[src/rtl/icache.sv]
// Direct-mapped, read-only instruction cache, one 32-bit word per line.
// Hits are served combinationally in IDLE; a miss runs a two-state fetch
// that fills the line from memory and then lets the lookup hit.
module icache #(
  parameter int unsigned SETS = 16
) (
  input  logic        CLK,
  input  logic        nRST,
  input  logic        imemREN,
  input  logic [31:0] imemaddr,
  output logic        ihit,
  output logic [31:0] imemload,
  output logic        iREN,
  output logic [31:0] iaddr,
  input  logic        iwait,
  input  logic [31:0] iload,
  output logic [31:0] miss_cnt
);

  localparam int unsigned IDX = $clog2(SETS);
  localparam int unsigned TAG = 30 - IDX;

  typedef enum logic {IDLE, FETCH} state_t;

  state_t            state;
  logic [31:0]       maddr;
  logic [SETS-1:0]   valid;
  logic [TAG-1:0]    tag_arr  [SETS];
  logic [31:0]       data_arr [SETS];

  logic [IDX-1:0]    req_idx;
  logic [TAG-1:0]    req_tag;
  logic [IDX-1:0]    fill_idx;
  logic              hit;
  logic              fill;
  logic              unused_addr_bits;

  assign req_idx  = imemaddr[IDX+1:2];
  assign req_tag  = imemaddr[31:IDX+2];
  assign fill_idx = maddr[IDX+1:2];
  assign fill     = (state == FETCH) && !iwait;
  assign iaddr    = maddr;

  // byte-offset bits of the fetch address never select anything
  assign unused_addr_bits = ^imemaddr[1:0];

  // Lookup: hit only reported while idle, so the fill cycle never bypasses iload
  always_comb begin
    hit      = imemREN && valid[req_idx] && (tag_arr[req_idx] == req_tag);
    ihit     = hit && (state == IDLE);
    imemload = ihit ? data_arr[req_idx] : 32'h0;
  end

  // Miss FSM: latch miss address, hold iREN through FETCH, set valid on fill
  always_ff @(posedge CLK or negedge nRST) begin
    if (!nRST) begin
      state    <= IDLE;
      maddr    <= '0;
      miss_cnt <= '0;
      valid    <= '0;
      iREN     <= 1'b0;
    end else begin
      case (state)
        IDLE: begin
          if (imemREN && !hit) begin
            maddr    <= {imemaddr[31:2], 2'b00};
            miss_cnt <= miss_cnt + 32'd1;
            iREN     <= 1'b1;
            state    <= FETCH;
          end
        end
        FETCH: begin
          if (!iwait) begin
            valid[fill_idx] <= 1'b1;
            iREN            <= 1'b0;
            state           <= IDLE;
          end
        end
        default: begin
          iREN  <= 1'b0;
          state <= IDLE;
        end
      endcase
    end
  end

  // Tag/data arrays: no reset needed, validity is tracked by the valid bits
  always_ff @(posedge CLK) begin
    if (fill) begin
      tag_arr[fill_idx]  <= maddr[31:IDX+2];
      data_arr[fill_idx] <= iload;
    end
  end

endmodule
[config.mk]
export PLATFORM = sky130hd
export DESIGN_NAME = icache
export DESIGN_NICKNAME = d
export VERILOG_FILES = /design/src/rtl/icache.sv
export SDC_FILE = /design/constraint.sdc
export NUM_CORES = 1
export LEC_CHECK = 0
export BUFFER_PORTS_ARGS = -buffer_cell sky130_fd_sc_hd__buf_2
export CAP_MARGIN = 20
export CORE_UTILIZATION = 50
export DETAILED_ROUTE_END_ITERATION = 12
export PLACE_DENSITY = 0.68
export RECOVER_POWER = 100
export SETUP_SLACK_MARGIN = 0.05
export SLEW_MARGIN = 20
export SYNTH_ARGS = -nofsm -noshare
export SYNTH_HDL_FRONTEND = slang
export SYNTH_SLANG_ARGS = --single-unit
export TNS_END_PERCENT = 5
[constraint.sdc]
create_clock -name CLK -period 6.6 [get_ports CLK]
set_input_delay 0.99 -clock CLK [delete_from_list [all_inputs] [get_ports CLK]]
set_output_delay 0.99 -clock CLK [all_outputs]
set_load 0.05 [all_outputs]
==> reports/qor.json, run 1 <==
{
  "status": {
    "outcome": "complete, but fails checks",
    "failed_checks": "max-capacitance violations, max-slew violations"
  },
  "timing": {
    "post_route_fraction_of_the_period_consumed_by_the_critical_path_pct": 91.2,
    "unrepaired_setup_endpoints_after_global_routing": "no",
    "slew_headroom_pct": -182,
    "timing_worst_slew_pin_value_ns": 4.24,
    "final.min_clock_period_ns": 6.02,
    "fmax_mhz": 166,
    "skew_ns": 0.0212,
    "final-max-slew-violation-count": 964,
    "tns_ns": 0,
    "report.final.hold_viol_count": 0,
    "final-setup-viol-count": 0
  },
  "floorplan": {
    "floorplan.core_area_um2": 77500,
    "std_cell_rows": 102,
    "floorplan.die.height_um": 282,
    "boundaryPins": 166,
    "dieWidth_um": 282,
    "initial_utilization_pct": 50.6,
    "fp.dieArea_um2": 79500
  },
  "synthesis": {
    "number_of_warnings_printed_during_yosys_synthesis": 0,
    "synth_edf_count": 928,
    "yosysUniqueCellTypes": 50,
    "ffs_w_async_s_r_synth_pct": 7.94,
    "ys_seq_elements": 1008,
    "post_synth.cell_area_avg_um2": 22.5,
    "synthesis.area_um2": 39200,
    "ys_flop_type": "sky130_fd_sc_hd__edfxtp_1",
    "synth_sequential_area_ratio_pct": 76.3,
    "post_synth_inst_count": 1737
  },
  "clock_network": {
    "post-cts-setup-buffers": 0,
    "cts_tree": "yes",
    "worst_skew_pair.late_latency_ns": 0.65,
    "clk_pin_slew_worst_paths_ns": 0.06,
    "htree_levels": 3,
    "number_of_buffers_on_the_longest_clock_path": 3,
    "ctsResizeCount": 0,
    "clock_sink_count": 1008,
    "cts-buffers-inserted": 103,
    "cts_hold_buf": 0,
    "cell_at_the_root_of_the_clock_tree": "sky130_fd_sc_hd__clkbuf_16"
  },
  "setup_path": {
    "critical_path_class": "in -> out",
    "worstSetupEndpoint": "imemload[23]",
    "regToRegStartpoint": "state",
    "crit_path_end_kind": "output pin",
    "data_arrival_time_of_the_critical_path_ns": 5.03,
    "timing.critical_path.max_delay_family": "buffers and inverters",
    "critical_path_cell_count": 12,
    "crit-reg2reg-capture": "data_arr[7][25]",
    "crit_start": "imemaddr[2]",
    "worstPathCellList": "buf_8 > buf_4 > mux4_2 > o211ai_1 > a21oi_1 > a311o_1 > nor4_1 > nand4b_1 > buf_4 > buf_4 > nor2b_1 > clkbuf_2",
    "crit_path_frequent_cell": "sky130_fd_sc_hd__buf_4",
    "cpMaxStageDelayCell": "sky130_fd_sc_hd__mux4_2",
    "r2r_setup_slack_ns": 0.66,
    "crit_buf_inv": 5,
    "critical_path_launch_point_type": "primary input",
    "crit_fanout": 64,
    "required_ns": 5.61,
    "timing.critical_path.slowest_cell_delay_ns": 0.55,
    "worst-r2r-cell-count": 4
  },
  "layout": {
    "layout.cells.most_common": "sky130_fd_sc_hd__edfxtp_1",
    "antennaDiodeCount": 0,
    "final_layout_size_suffix_gt1_share_pct": 24.2,
    "final_cell_count_no_fill": 3092,
    "final_cell_mix": "sky130_fd_sc_hd__edfxtp_1, sky130_fd_sc_hd__mux4_2, sky130_fd_sc_hd__clkbuf_1",
    "synthToLayoutAreaGrowth_pct": 12.5,
    "final_nets": 2037
  },
  "placement": {
    "dp.cells": 2903,
    "gpl.final_weighted_congestion": 0.778,
    "post-dp-hpwl_um": 44800,
    "count_of_input_and_output_buffers": 161
  },
  "min_path": {
    "hold_class": "in -> async"
  },
  "power": {
    "p_leak_nw": 14.2,
    "worst_ir_drop_vdd_v": 0.000198,
    "power.density_nw_per_um2": 322
  },
  "global_route": {
    "grt_start_max_net_pins": 101,
    "grt_usage_pct": 21.9,
    "global_route_overflow": 0,
    "wire_length_of_the_first_global_routing_pass_um": 125000,
    "grt_antenna_before_repair": 7,
    "first_global_vias": 18900
  },
  "detailed_routing": {
    "wl_um": 84900,
    "starting_drt_drc_count": 1759,
    "detailroute.via_count": 18200,
    "drt_first_pass_iters": 8,
    "routed_wire_length_per_instance_um": 27.5,
    "drc": 0,
    "drtAntennaViolNets": 0,
    "number_of_vias_per_cell": 5.88
  },
  "job": {
    "maxCapViolations": 29
  }
}
-- sequential cells by signal (all words and copies together), names as in the netlist --
register / count
data_arr: 512
iREN: 1
iaddr: 30
miss_cnt: 32
state: 1
tag_arr: 416
valid: 16
-- kinds of logic (layout without fill, tap and decap cells) --
| kind of cell | Yosys count | count (layout) | share of synthesized area [%] |
|---|---|---|---|
| other | 1 | 2 | 0.00957 |
| AOI/OAI and AO/OA | 48 | 48 | 0.926 |
| and+or+nand+nor | 163 | 163 | 2.30 |
| DFF | 1008 | 1008 | 76.3 |
| muxes | 354 | 354 | 17.7 |
| buffers and inverters | 96 | 410 | 1.31 |
| adders and majority gates | 1 | 1 | 0.0319 |
| xor gates and xnor gates | 66 | 66 | 1.48 |
-- worst min-delay path by stage --
stage                end  cells past startpoint
5_1_grt        iaddr[15]                      1
4_1_cts        iaddr[15]                      1
3_5_place_dp   valid[12]                      1
3_3_place_gp    valid[5]                      1
2_1_floorplan  valid[12]                      1
6_report       iaddr[15]                      1
-- Yosys cell counts (21+ instances only) --
master,n,area (µm²)
sky130_fd_sc_hd__xor2_1,21,184
sky130_fd_sc_hd__buf_2,30,150
sky130_fd_sc_hd__nand2_1,24,90.1
sky130_fd_sc_hd__edfxtp_1,928,27900
sky130_fd_sc_hd__nor2_1,22,82.6
sky130_fd_sc_hd__mux2_4,28,420
sky130_fd_sc_hd__mux4_2,259,5830
sky130_fd_sc_hd__nor2b_1,37,231
sky130_fd_sc_hd__xnor2_1,45,394
sky130_fd_sc_hd__mux2i_1,63,631
sky130_fd_sc_hd__clkbuf_1,32,120
sky130_fd_sc_hd__dfrtp_1,80,2000
-- power by group --
part	switching, mW	internal [mW]
sequential	0.266	7.39
combinational	0.711	0.394
clock	2.32	3.11
total	3.29	10.9
-- layer usage --
| metal | GRT usage, % | routed length, µm |
|---|---|---|
| met1 | 31.2 | 35400 |
| met2 | 35.4 | 42600 |
| met3 | 3.95 | 5550 |
| met4 | 5.64 | 1280 |
| met5 | 0 | 69 |
-- area by class of cell --
type	instances	area [µm²]
Inverter	8	32.5
Clock inverter	55	367
Timing Repair Buffer	213	1030
Multi-Input combinational cell	634	8710
Fill cell	5796	33400
Sequential cell	1008	29900
Clock buffer	134	2780
Tap cell	1040	1300
-- metrics by stage --
stage               area (µm²)  total power, mW  setup slack [ns]  hold WS [ns]  utilization (%)
CTS                      44600             14.4             0.670         0.154             57.5
floorplan                39200             8.52             0.545         0.434                -
global route             44100             14.7             0.316         0.468             56.9
finish                   44100             14.2             0.580         0.426             56.9
detailed placement       41400             8.97             0.679         0.449             53.5
global placement         41400             8.91             0.728         0.446             53.5
Note: power is estimated with default switching activity, not from simulation.
==> inputs of run 2 (changes only) <==
Settings changed: PLACE_DENSITY 0.68 to 0.7.
Clock period 6.6 ns to 5.32 ns, I/O delays scaled along.
==> run 2 against run 1 <==
- the run still ends with max-capacitance violations, max-slew violations left
- hold slack got worse by 0.016 ns
- critical path depth rose by 1
- total power rose by 26%
- clock power rose by 29%
- core utilization rose by 0.34 points
- worst setup slack got worse by 0.32 ns
- critical path type unchanged
==> reports/qor.json, run 2 (same netlist as run 1, synthesis figures left out) <==
{
  "status": {
    "outcome": "complete, but fails checks",
    "failed_checks": "max-capacitance violations, max-slew violations"
  },
  "global_route": {
    "grt_usage": {"value": 22.1, "unit": "%", "change": "+0.21 points"},
    "global_route_overflow": {"value": 0, "change": "unchanged"},
    "first_global_vias": {"value": 18700, "change": "-0.75%"},
    "grt_antenna_before_repair": {"value": 6, "change": "-1"},
    "grt_start_max_net_pins": {"value": 105, "change": "+4.0%"},
    "wire_length_of_the_first_global_routing_pass": {"value": 126000, "unit": "µm", "change": "+0.39%"}
  },
  "floorplan": {
    "floorplan.core_area": {"value": 77500, "unit": "µm²", "change": "unchanged"},
    "initial_utilization": {"value": 50.6, "unit": "%", "change": "unchanged"},
    "floorplan.die.height": {"value": 282, "unit": "µm", "change": "unchanged"},
    "std_cell_rows": {"value": 102, "change": "unchanged"},
    "fp.dieArea": {"value": 79500, "unit": "µm²", "change": "unchanged"},
    "boundaryPins": {"value": 166, "change": "unchanged"},
    "dieWidth": {"value": 282, "unit": "µm", "change": "unchanged"}
  },
  "power": {
    "worst_ir_drop_vdd": {"value": 0.000297, "unit": "V", "change": "+50%"},
    "power.density": {"value": 403, "unit": "nW/µm²", "change": "+25%"},
    "p_leak": {"value": 14.4, "unit": "nW", "change": "+1.3%"}
  },
  "job": {
    "maxCapViolations": {"value": 26, "change": "-10%"}
  },
  "detailed_routing": {
    "drtAntennaViolNets": {"value": 0, "change": "unchanged"},
    "drt_first_pass_iters": {"value": 5, "change": "-3"},
    "starting_drt_drc_count": {"value": 1778, "change": "+1.1%"},
    "drc": {"value": 0, "change": "unchanged"},
    "wl": {"value": 86300, "unit": "µm", "change": "+1.6%"},
    "detailroute.via_count": {"value": 18300, "change": "+0.83%"},
    "number_of_vias_per_cell": {"value": 5.91, "change": "+0.50%"},
    "routed_wire_length_per_instance": {"value": 27.8, "unit": "µm", "change": "+1.3%"}
  },
  "setup_path": {
    "crit_path_end_kind": "output pin",
    "critical_path_launch_point_type": "primary input",
    "timing.critical_path.slowest_cell_delay": {"value": 0.51, "unit": "ns", "change": "-0.04 ns"},
    "crit_fanout": {"value": 36, "change": "-44%"},
    "critical_path_class": "in -> out",
    "crit_buf_inv": {"value": 5, "change": "unchanged"},
    "crit_path_frequent_cell": "sky130_fd_sc_hd__buf_4",
    "data_arrival_time_of_the_critical_path": {"value": 4.27, "unit": "ns", "change": "-0.76 ns"},
    "cpMaxStageDelayCell": "sky130_fd_sc_hd__mux4_2",
    "required": {"value": 4.52, "unit": "ns", "change": "-1.09 ns"},
    "timing.critical_path.max_delay_family": "buffers and inverters",
    "worstPathCellList": "buf_8 > buf_4 > mux4_2 > mux2i_1 > xor2_1 > o211ai_1 > o32ai_1 > and4_1 > nand4b_1 > buf_12 > buf_4 > nor2b_1 > clkbuf_2"
  },
  "clock_network": {
    "number_of_buffers_on_the_longest_clock_path": {"value": 3, "change": "unchanged"},
    "cts_tree": "yes",
    "clock_sink_count": {"value": 1008, "change": "unchanged"},
    "worst_skew_pair.late_latency": {"value": 0.65, "unit": "ns", "change": "about the same"},
    "cell_at_the_root_of_the_clock_tree": "sky130_fd_sc_hd__clkbuf_16",
    "clk_pin_slew_worst_paths": {"value": 0.06, "unit": "ns", "change": "about the same"},
    "htree_levels": {"value": 3, "change": "unchanged"},
    "cts-buffers-inserted": {"value": 99, "change": "-3.9%"}
  },
  "placement": {
    "dpl_worst_slack": {"value": 0.0809, "unit": "ns", "change": "-0.598 ns"},
    "dp.cells": {"value": 2915, "change": "+0.41%"},
    "post-dp-hpwl": {"value": 45900, "unit": "µm", "change": "+2.4%"},
    "gpl.final_weighted_congestion": {"value": 0.773, "change": "-0.67%"},
    "count_of_input_and_output_buffers": {"value": 161, "change": "unchanged"}
  },
  "timing": {
    "final-max-slew-violation-count": {"value": 879, "change": "-8.8%"},
    "post_route_fraction_of_the_period_consumed_by_the_critical_path_pct": 95.2,
    "fin_ws": {"value": 0.256, "unit": "ns", "change": "-0.324 ns"},
    "unrepaired_setup_endpoints_after_global_routing": "no",
    "report.final.hold_viol_count": {"value": 0, "change": "unchanged"},
    "final.min_clock_period_ns": 5.06,
    "skew": {"value": 0.0228, "unit": "ns", "change": "+0.00155 ns"},
    "final-setup-viol-count": {"value": 0, "change": "unchanged"},
    "tns": {"value": 0, "unit": "ns", "change": "unchanged"},
    "fmax_mhz": 197,
    "hold-worst-slack": {"value": 0.410, "unit": "ns", "change": "-0.0164 ns"},
    "slew_headroom": {"value": -93.6, "unit": "%", "change": "+89 points"},
    "timing_worst_slew_pin_value": {"value": 2.89, "unit": "ns", "change": "-1.34 ns"}
  },
  "layout": {
    "final_layout_size_suffix_gt1_share": {"value": 25.7, "unit": "%", "change": "+1.5 points"},
    "nFillCells": {"value": 5685, "change": "-1.9%"},
    "final_core_utilization": {"value": 57.2, "unit": "%", "change": "+0.34 points"},
    "layout.cells.most_common": "sky130_fd_sc_hd__edfxtp_1",
    "final_nets": {"value": 2048, "change": "+0.54%"},
    "final_cell_count_no_fill": {"value": 3102, "change": "+0.32%"},
    "largest_register_ff_count": {"value": 512, "change": "unchanged"},
    "final_cell_mix": "sky130_fd_sc_hd__edfxtp_1, sky130_fd_sc_hd__mux4_2, sky130_fd_sc_hd__clkbuf_1",
    "synthToLayoutAreaGrowth_pct": 13.2,
    "registers.top_by_ff_count": "data_arr",
    "biggest_registers_after_layout": "data_arr: 512 flops, tag_arr: 416 flops, miss_cnt: 32 flops"
  },
  "min_path": {
    "hold_class": "in -> reg"
  }
}
## run 2: final timing paths
| path | startpoint | end | slack (ns) | cells past startpoint |
|---|---|---|---|---|
| worst max-delay path | imemaddr[3] | imemload[24] | 0.26 | 13 |
| min in group asynchronous | nRST | iaddr[24] | 0.88 | 2 |
| max in group asynchronous | nRST | iaddr[30] | 2.08 | 3 |
| worst min-delay path | imemaddr[16] | iaddr[16] | 0.41 | 2 |
| worst max register to register | state | data_arr[5][21] | 0.53 | 4 |
| worst min register to register | valid[0] | valid[0] | 0.46 | 1 |
## run 2: what timing repair did
item,CTS,global route
buffers inserted,0,0
endpoints found under the setup margin,0,14
endpoints found under the hold margin,1,0
hold buffers,1,0
gates resized for setup,0,6
## run 2: through the flow
stage,area [µm²],power [mW]
after floorplan,39200,10.6
after global placement,41600,11.1
after detailed placement,41600,11.1
after CTS,44900,18.1
after global routing,44300,18.4
final,44300,17.9
## run 2: cell type report
type / instances / area (µm²) / area share, %
Timing Repair Buffer: 228 / 1200 / 2.71
Clock inverter: 61 / 638 / 1.44
Multi-Input combinational cell: 634 / 8680 / 19.6
Antenna cell: 1 / 2.50 / 0.00564
Sequential cell: 1008 / 29900 / 67.4
Inverter: 8 / 32.5 / 0.0734
Tap cell: 1040 / 1300 / 2.93
Clock buffer: 122 / 2620 / 5.90
## run 2: per-layer routing
metal | wire length [µm] | up-vias | track usage (%)
li1 | - | 7714 | -
met1 | 35600 | 9779 | 31.6
met2 | 42800 | 713 | 35.5
met3 | 6140 | 129 | 3.99
met4 | 1760 | 8 | 5.88
met5 | 48 | - | 0
## run 2: report_power, final
group | internal (mW) | switching [mW] | leakage, nW
registers | 9.17 | 0.330 | 9.36
clock network | 4.08 | 2.91 | 1.60
logic | 0.498 | 0.888 | 3.44
total | 13.7 | 4.12 | 14.4
## run 2: worst register-to-register path, stage by stage, from the launching register on
cell	delay, ns
sky130_fd_sc_hd__dfrtp_1	0.43
sky130_fd_sc_hd__nor2b_1	0.20
sky130_fd_sc_hd__nand3b_1	0.23
sky130_fd_sc_hd__nor2_1	1.99
sky130_fd_sc_hd__clkbuf_2	1.49
==> inputs of run 3 (changes only) <==
Settings changed: ABC_AREA set to 1, CELL_PAD_IN_SITES_DETAIL_PLACEMENT set to 1, CELL_PAD_IN_SITES_GLOBAL_PLACEMENT set to 1, CORE_UTILIZATION 50 to 45, PLACE_DENSITY 0.7 to 0.76.
==> run 3 against run 2 <==
- the flow still finishes with violations (max-capacitance violations, max-slew violations)
- worst setup slack gained 0.0069 ns
- global-route usage up 3.9 points
- critical path type is now reg -> reg
- non-clock buffer count fell by 8
- largest power group unchanged
==> reports/qor.json, run 3 <==
{
  "status": {
    "outcome": "complete, but fails checks",
    "failed_checks": "max-capacitance violations, max-slew violations"
  },
  "power": {
    "clockPowerShare": {"value": 39.8, "unit": "%", "change": "+0.7 points"},
    "fin_total_pwr": {"value": 18.1, "unit": "mW", "change": "+1.5%"},
    "p_int": {"value": 13.6, "unit": "mW", "change": "-1.2%"},
    "switchingPower": {"value": 4.56, "unit": "mW", "change": "+11%"},
    "power.share.sequential": {"value": 51.8, "unit": "%", "change": "-1.3 points"},
    "power.switching_fraction": {"value": 25.2, "unit": "%", "change": "+2.1 points"},
    "power.density": {"value": 388, "unit": "nW/µm²", "change": "-3.8%"},
    "pwr-share-comb": {"value": 8.4, "unit": "%", "change": "+0.6 points"},
    "worst_ir_drop_vdd": {"value": 0.000253, "unit": "V", "change": "-15%"},
    "p_leak": {"value": 17.4, "unit": "nW", "change": "+21%"}
  },
  "detailed_routing": {
    "routed_wire_length_per_instance": {"value": 24.7, "unit": "µm", "change": "-11%"},
    "drtAntennaViolNets": {"value": 0, "change": "unchanged"},
    "number_of_vias_per_cell": {"value": 5.80, "change": "-2.0%"},
    "starting_drt_drc_count": {"value": 2320, "change": "+30%"},
    "drc": {"value": 0, "change": "unchanged"},
    "wl": {"value": 123000, "unit": "µm", "change": "+42%"},
    "drt_first_pass_iters": {"value": 7, "change": "+2"},
    "detailroute.via_count": {"value": 28800, "change": "+57%"}
  },
  "synthesis": {
    "synth_sequential_area_ratio": {"value": 71.8, "unit": "%", "change": "-4.5 points"},
    "number_of_warnings_printed_during_yosys_synthesis": {"value": 0, "change": "unchanged"},
    "synth_top_family_by_area": "simple AND/OR/NAND/NOR gates",
    "synth_xor_area_share": {"value": 0.631, "unit": "%", "change": "-0.84 points"},
    "synth_largest_area_cell": "sky130_fd_sc_hd__edfxtp_1",
    "synth_area_in_compound_gates": {"value": 7.68, "unit": "%", "change": "+6.8 points"},
    "proportion_of_synthesized_area_in_mux_cells": {"value": 0, "unit": "%", "change": "-18 points"},
    "synthesis.area": {"value": 41600, "unit": "µm²", "change": "+6.3%"},
    "ys_seq_elements": {"value": 1008, "change": "unchanged"},
    "post_synth_and_or_nand_nor_area_fraction": {"value": 15.8, "unit": "%", "change": "+14 points"},
    "synth_fa_ha_area_share": {"value": 0.0301, "unit": "%", "change": "-0.0019 points"},
    "yosysUniqueCellTypes": {"value": 32, "change": "-36%"},
    "yosys-top-cells-count": "sky130_fd_sc_hd__nand2_1, sky130_fd_sc_hd__edfxtp_1, sky130_fd_sc_hd__nand3_1",
    "post_synth.cell_area_avg": {"value": 11.6, "unit": "µm²", "change": "-49%"},
    "synth_top_cell_area_share": {"value": 67.0, "unit": "%", "change": "-4.2 points"},
    "ys_flop_type": "sky130_fd_sc_hd__edfxtp_1",
    "largest_cells_by_area_after_synthesis": "sky130_fd_sc_hd__edfxtp_1, sky130_fd_sc_hd__nand2_1, sky130_fd_sc_hd__dfrtp_1",
    "post_synth_inst_count": {"value": 3584, "change": "+110%"},
    "synthMostInstantiatedCell": "sky130_fd_sc_hd__nand2_1",
    "synth_edf_count": {"value": 928, "change": "unchanged"},
    "ffs_w_async_s_r_synth": {"value": 7.94, "unit": "%", "change": "unchanged"}
  },
  "setup_path": {
    "crit_start": "state",
    "crit_buf_inv": {"value": 2, "change": "-3"},
    "crit_path_frequent_cell": "sky130_fd_sc_hd__nor2_1",
    "required": {"value": 5.59, "unit": "ns", "change": "+1.07 ns"},
    "worstPathCellList": "inv_1 > nor2_1 > nand3_1 > nor2_1 > clkbuf_2",
    "critical_path_launch_point_type": "flip-flop",
    "regToRegStartpoint": "state",
    "data_arrival_time_of_the_critical_path": {"value": 5.32, "unit": "ns", "change": "+1.05 ns"},
    "crit_fanout": {"value": 42, "change": "+17%"},
    "timing.critical_path.max_delay_family": "simple AND/OR/NAND/NOR gates",
    "timing.critical_path.slowest_cell_delay": {"value": 1.93, "unit": "ns", "change": "+1.42 ns"},
    "crit_path_end_kind": "flip-flop",
    "critical_path_class": "reg -> reg",
    "cpMaxStageDelayCell": "sky130_fd_sc_hd__nor2_1"
  },
  "timing": {
    "unrepaired_setup_endpoints_after_global_routing": "no",
    "tns": {"value": 0, "unit": "ns", "change": "unchanged"},
    "report.final.hold_viol_count": {"value": 0, "change": "unchanged"},
    "final-max-slew-violation-count": {"value": 926, "change": "+5.3%"},
    "skew": {"value": 0.0221, "unit": "ns", "change": "-0.000678 ns"},
    "fmax": {"value": 198, "unit": "MHz", "change": "+0.14%"},
    "slew_headroom": {"value": -105, "unit": "%", "change": "-11 points"},
    "final-setup-viol-count": {"value": 0, "change": "unchanged"},
    "post_route_fraction_of_the_period_consumed_by_the_critical_path": {"value": 95.1, "unit": "%", "change": "-0.13 points"},
    "final.min_clock_period": {"value": 5.06, "unit": "ns", "change": "-0.00688 ns"},
    "timing_worst_slew_pin_value": {"value": 3.07, "unit": "ns", "change": "+0.176 ns"}
  },
  "clock_network": {
    "number_of_buffers_on_the_longest_clock_path": {"value": 3, "change": "unchanged"},
    "ctsResizeCount": {"value": 0, "change": "unchanged"},
    "cts_tree": "yes",
    "htree_levels": {"value": 3, "change": "unchanged"},
    "cell_at_the_root_of_the_clock_tree": "sky130_fd_sc_hd__clkbuf_16",
    "post-cts-setup-buffers": {"value": 0, "change": "unchanged"},
    "worst_skew_pair.late_latency": {"value": 0.68, "unit": "ns", "change": "+0.03 ns"},
    "clock_sink_count": {"value": 1008, "change": "unchanged"},
    "clk_pin_slew_worst_paths": {"value": 0.06, "unit": "ns", "change": "about the same"},
    "cts-buffers-inserted": {"value": 104, "change": "+5.1%"},
    "cts_hold_buf": {"value": 0, "change": "-1"}
  },
  "floorplan": {
    "dieWidth": {"value": 306, "unit": "µm", "change": "+8.6%"},
    "fp.dieArea": {"value": 93700, "unit": "µm²", "change": "+18%"},
    "initial_utilization": {"value": 45.4, "unit": "%", "change": "-5.2 points"},
    "floorplan.core_area": {"value": 91700, "unit": "µm²", "change": "+18%"},
    "boundaryPins": {"value": 166, "change": "unchanged"},
    "floorplan.die.height": {"value": 306, "unit": "µm", "change": "+8.6%"},
    "std_cell_rows": {"value": 111, "change": "+8.8%"}
  },
  "layout": {
    "largest_register_ff_count": {"value": 512, "change": "unchanged"},
    "final_nets": {"value": 3762, "change": "+84%"},
    "final_cell_count_no_fill": {"value": 4969, "change": "+60%"},
    "layout.cells.most_common": "sky130_fd_sc_hd__nand2_1",
    "synthToLayoutAreaGrowth_pct": 12.4,
    "registers.top_by_ff_count": "data_arr",
    "final_cell_mix": "sky130_fd_sc_hd__nand2_1, sky130_fd_sc_hd__edfxtp_1, sky130_fd_sc_hd__nand3_1",
    "final_layout_size_suffix_gt1_share": {"value": 7.62, "unit": "%", "change": "-18 points"},
    "biggest_registers_after_layout": "data_arr: 512 flops, tag_arr: 416 flops, miss_cnt: 32 flops",
    "finish.instance_area": {"value": 46800, "unit": "µm²", "change": "+5.5%"}
  },
  "placement": {
    "gpl.final_weighted_congestion": {"value": 0.823, "change": "+6.5%"},
    "dp.cells": {"value": 4773, "change": "+64%"},
    "count_of_input_and_output_buffers": {"value": 161, "change": "unchanged"},
    "placement.cell_area": {"value": 43800, "unit": "µm²", "change": "+5.3%"},
    "post-dp-hpwl": {"value": 67200, "unit": "µm", "change": "+47%"}
  },
  "min_path": {
    "hold_class": "in -> reg",
    "holdCritStartpoint": "iwait"
  },
  "global_route": {
    "grt_usage": {"value": 26.0, "unit": "%", "change": "+3.9 points"},
    "first_global_vias": {"value": 30100, "change": "+60%"},
    "wire_length_of_the_first_global_routing_pass": {"value": 184000, "unit": "µm", "change": "+47%"},
    "grt_antenna_before_repair": {"value": 7, "change": "+1"},
    "global_route_overflow": {"value": 0, "change": "unchanged"},
    "grt_start_max_net_pins": {"value": 137, "change": "+30%"}
  },
  "job": {
    "maxCapViolations": {"value": 30, "change": "+15%"}
  }
}
-- run 3: kinds of logic after synthesis --
| family | after synthesis |
|---|---|
| flip-flops | 1008 |
| other | 1 |
| AO/OA/AOI/OAI | 519 |
| adder cells (fa/ha/maj) | 1 |
| XOR/XNOR | 30 |
| AND/OR/NAND/NOR | 1617 |
| buffers and inverters | 408 |
-- run 3: final timing paths --
path                       slack (ns)  depth (start not counted)                to
setup / recovery                 0.26                          5  data_arr[15][10]
hold / removal                   0.36                          3             state
setup reg to reg                 0.26                          5  data_arr[15][10]
hold reg to reg                  0.47                          1         valid[11]
max in group asynchronous        1.93                          2         valid[12]
min in group asynchronous        1.06                          1       miss_cnt[7]
-- run 3: worst reg2reg max path, stage by stage, from the launching register on --
cell	delay (ns)
sky130_fd_sc_hd__dfrtp_1	0.44
sky130_fd_sc_hd__inv_1	0.16
sky130_fd_sc_hd__nor2_1	0.24
sky130_fd_sc_hd__nand3_1	0.29
sky130_fd_sc_hd__nor2_1	1.93
sky130_fd_sc_hd__clkbuf_2	1.54
-- run 3: layer usage --
layer / GRT usage [%] / vias to the layer above / routed length [µm]
met5: 0 / - / 76
met4: 8.97 / 12 / 3680
met3: 3.65 / 248 / 6430
met2: 45.1 / 888 / 62000
met1: 33.6 / 14800 / 50700
li1: - / 12800 / -
-- run 3: stage by stage --
stage / worst slack, ns / hold WS (ns) / utilization, %
finish: 0.262 / 0.364 / 51.0
global route: 0.113 / 0.374 / 51.0
CTS: 0.432 / 0.157 / 51.5
detailed placement: 0.462 / 0.449 / 47.8
global placement: 0.609 / 0.440 / 47.8
floorplan: 1.18 / 0.428 / -
-- run 3: layout make-up --
class | instances | area (µm²)
clock buffers | 132 | 2790
flip-flops and latches | 1008 | 29900
clock inverters | 61 | 584
diodes | 3 | 7.51
multi-input cells | 2169 | 10100
well taps | 1186 | 1480
fillers | 9601 | 44900
repair buffers | 220 | 1210
inverters | 190 | 736
-- run 3: power groups by stage --
stage / registers, mW / logic [mW] / clock network, mW
after floorplan: 9.65 / 0.750 / 0
after global placement: 9.51 / 1.51 / 0
after detailed placement: 9.54 / 1.56 / 0
after CTS: 9.38 / 1.58 / 7.32
after global routing: 9.43 / 1.65 / 7.57
final: 9.39 / 1.52 / 7.23
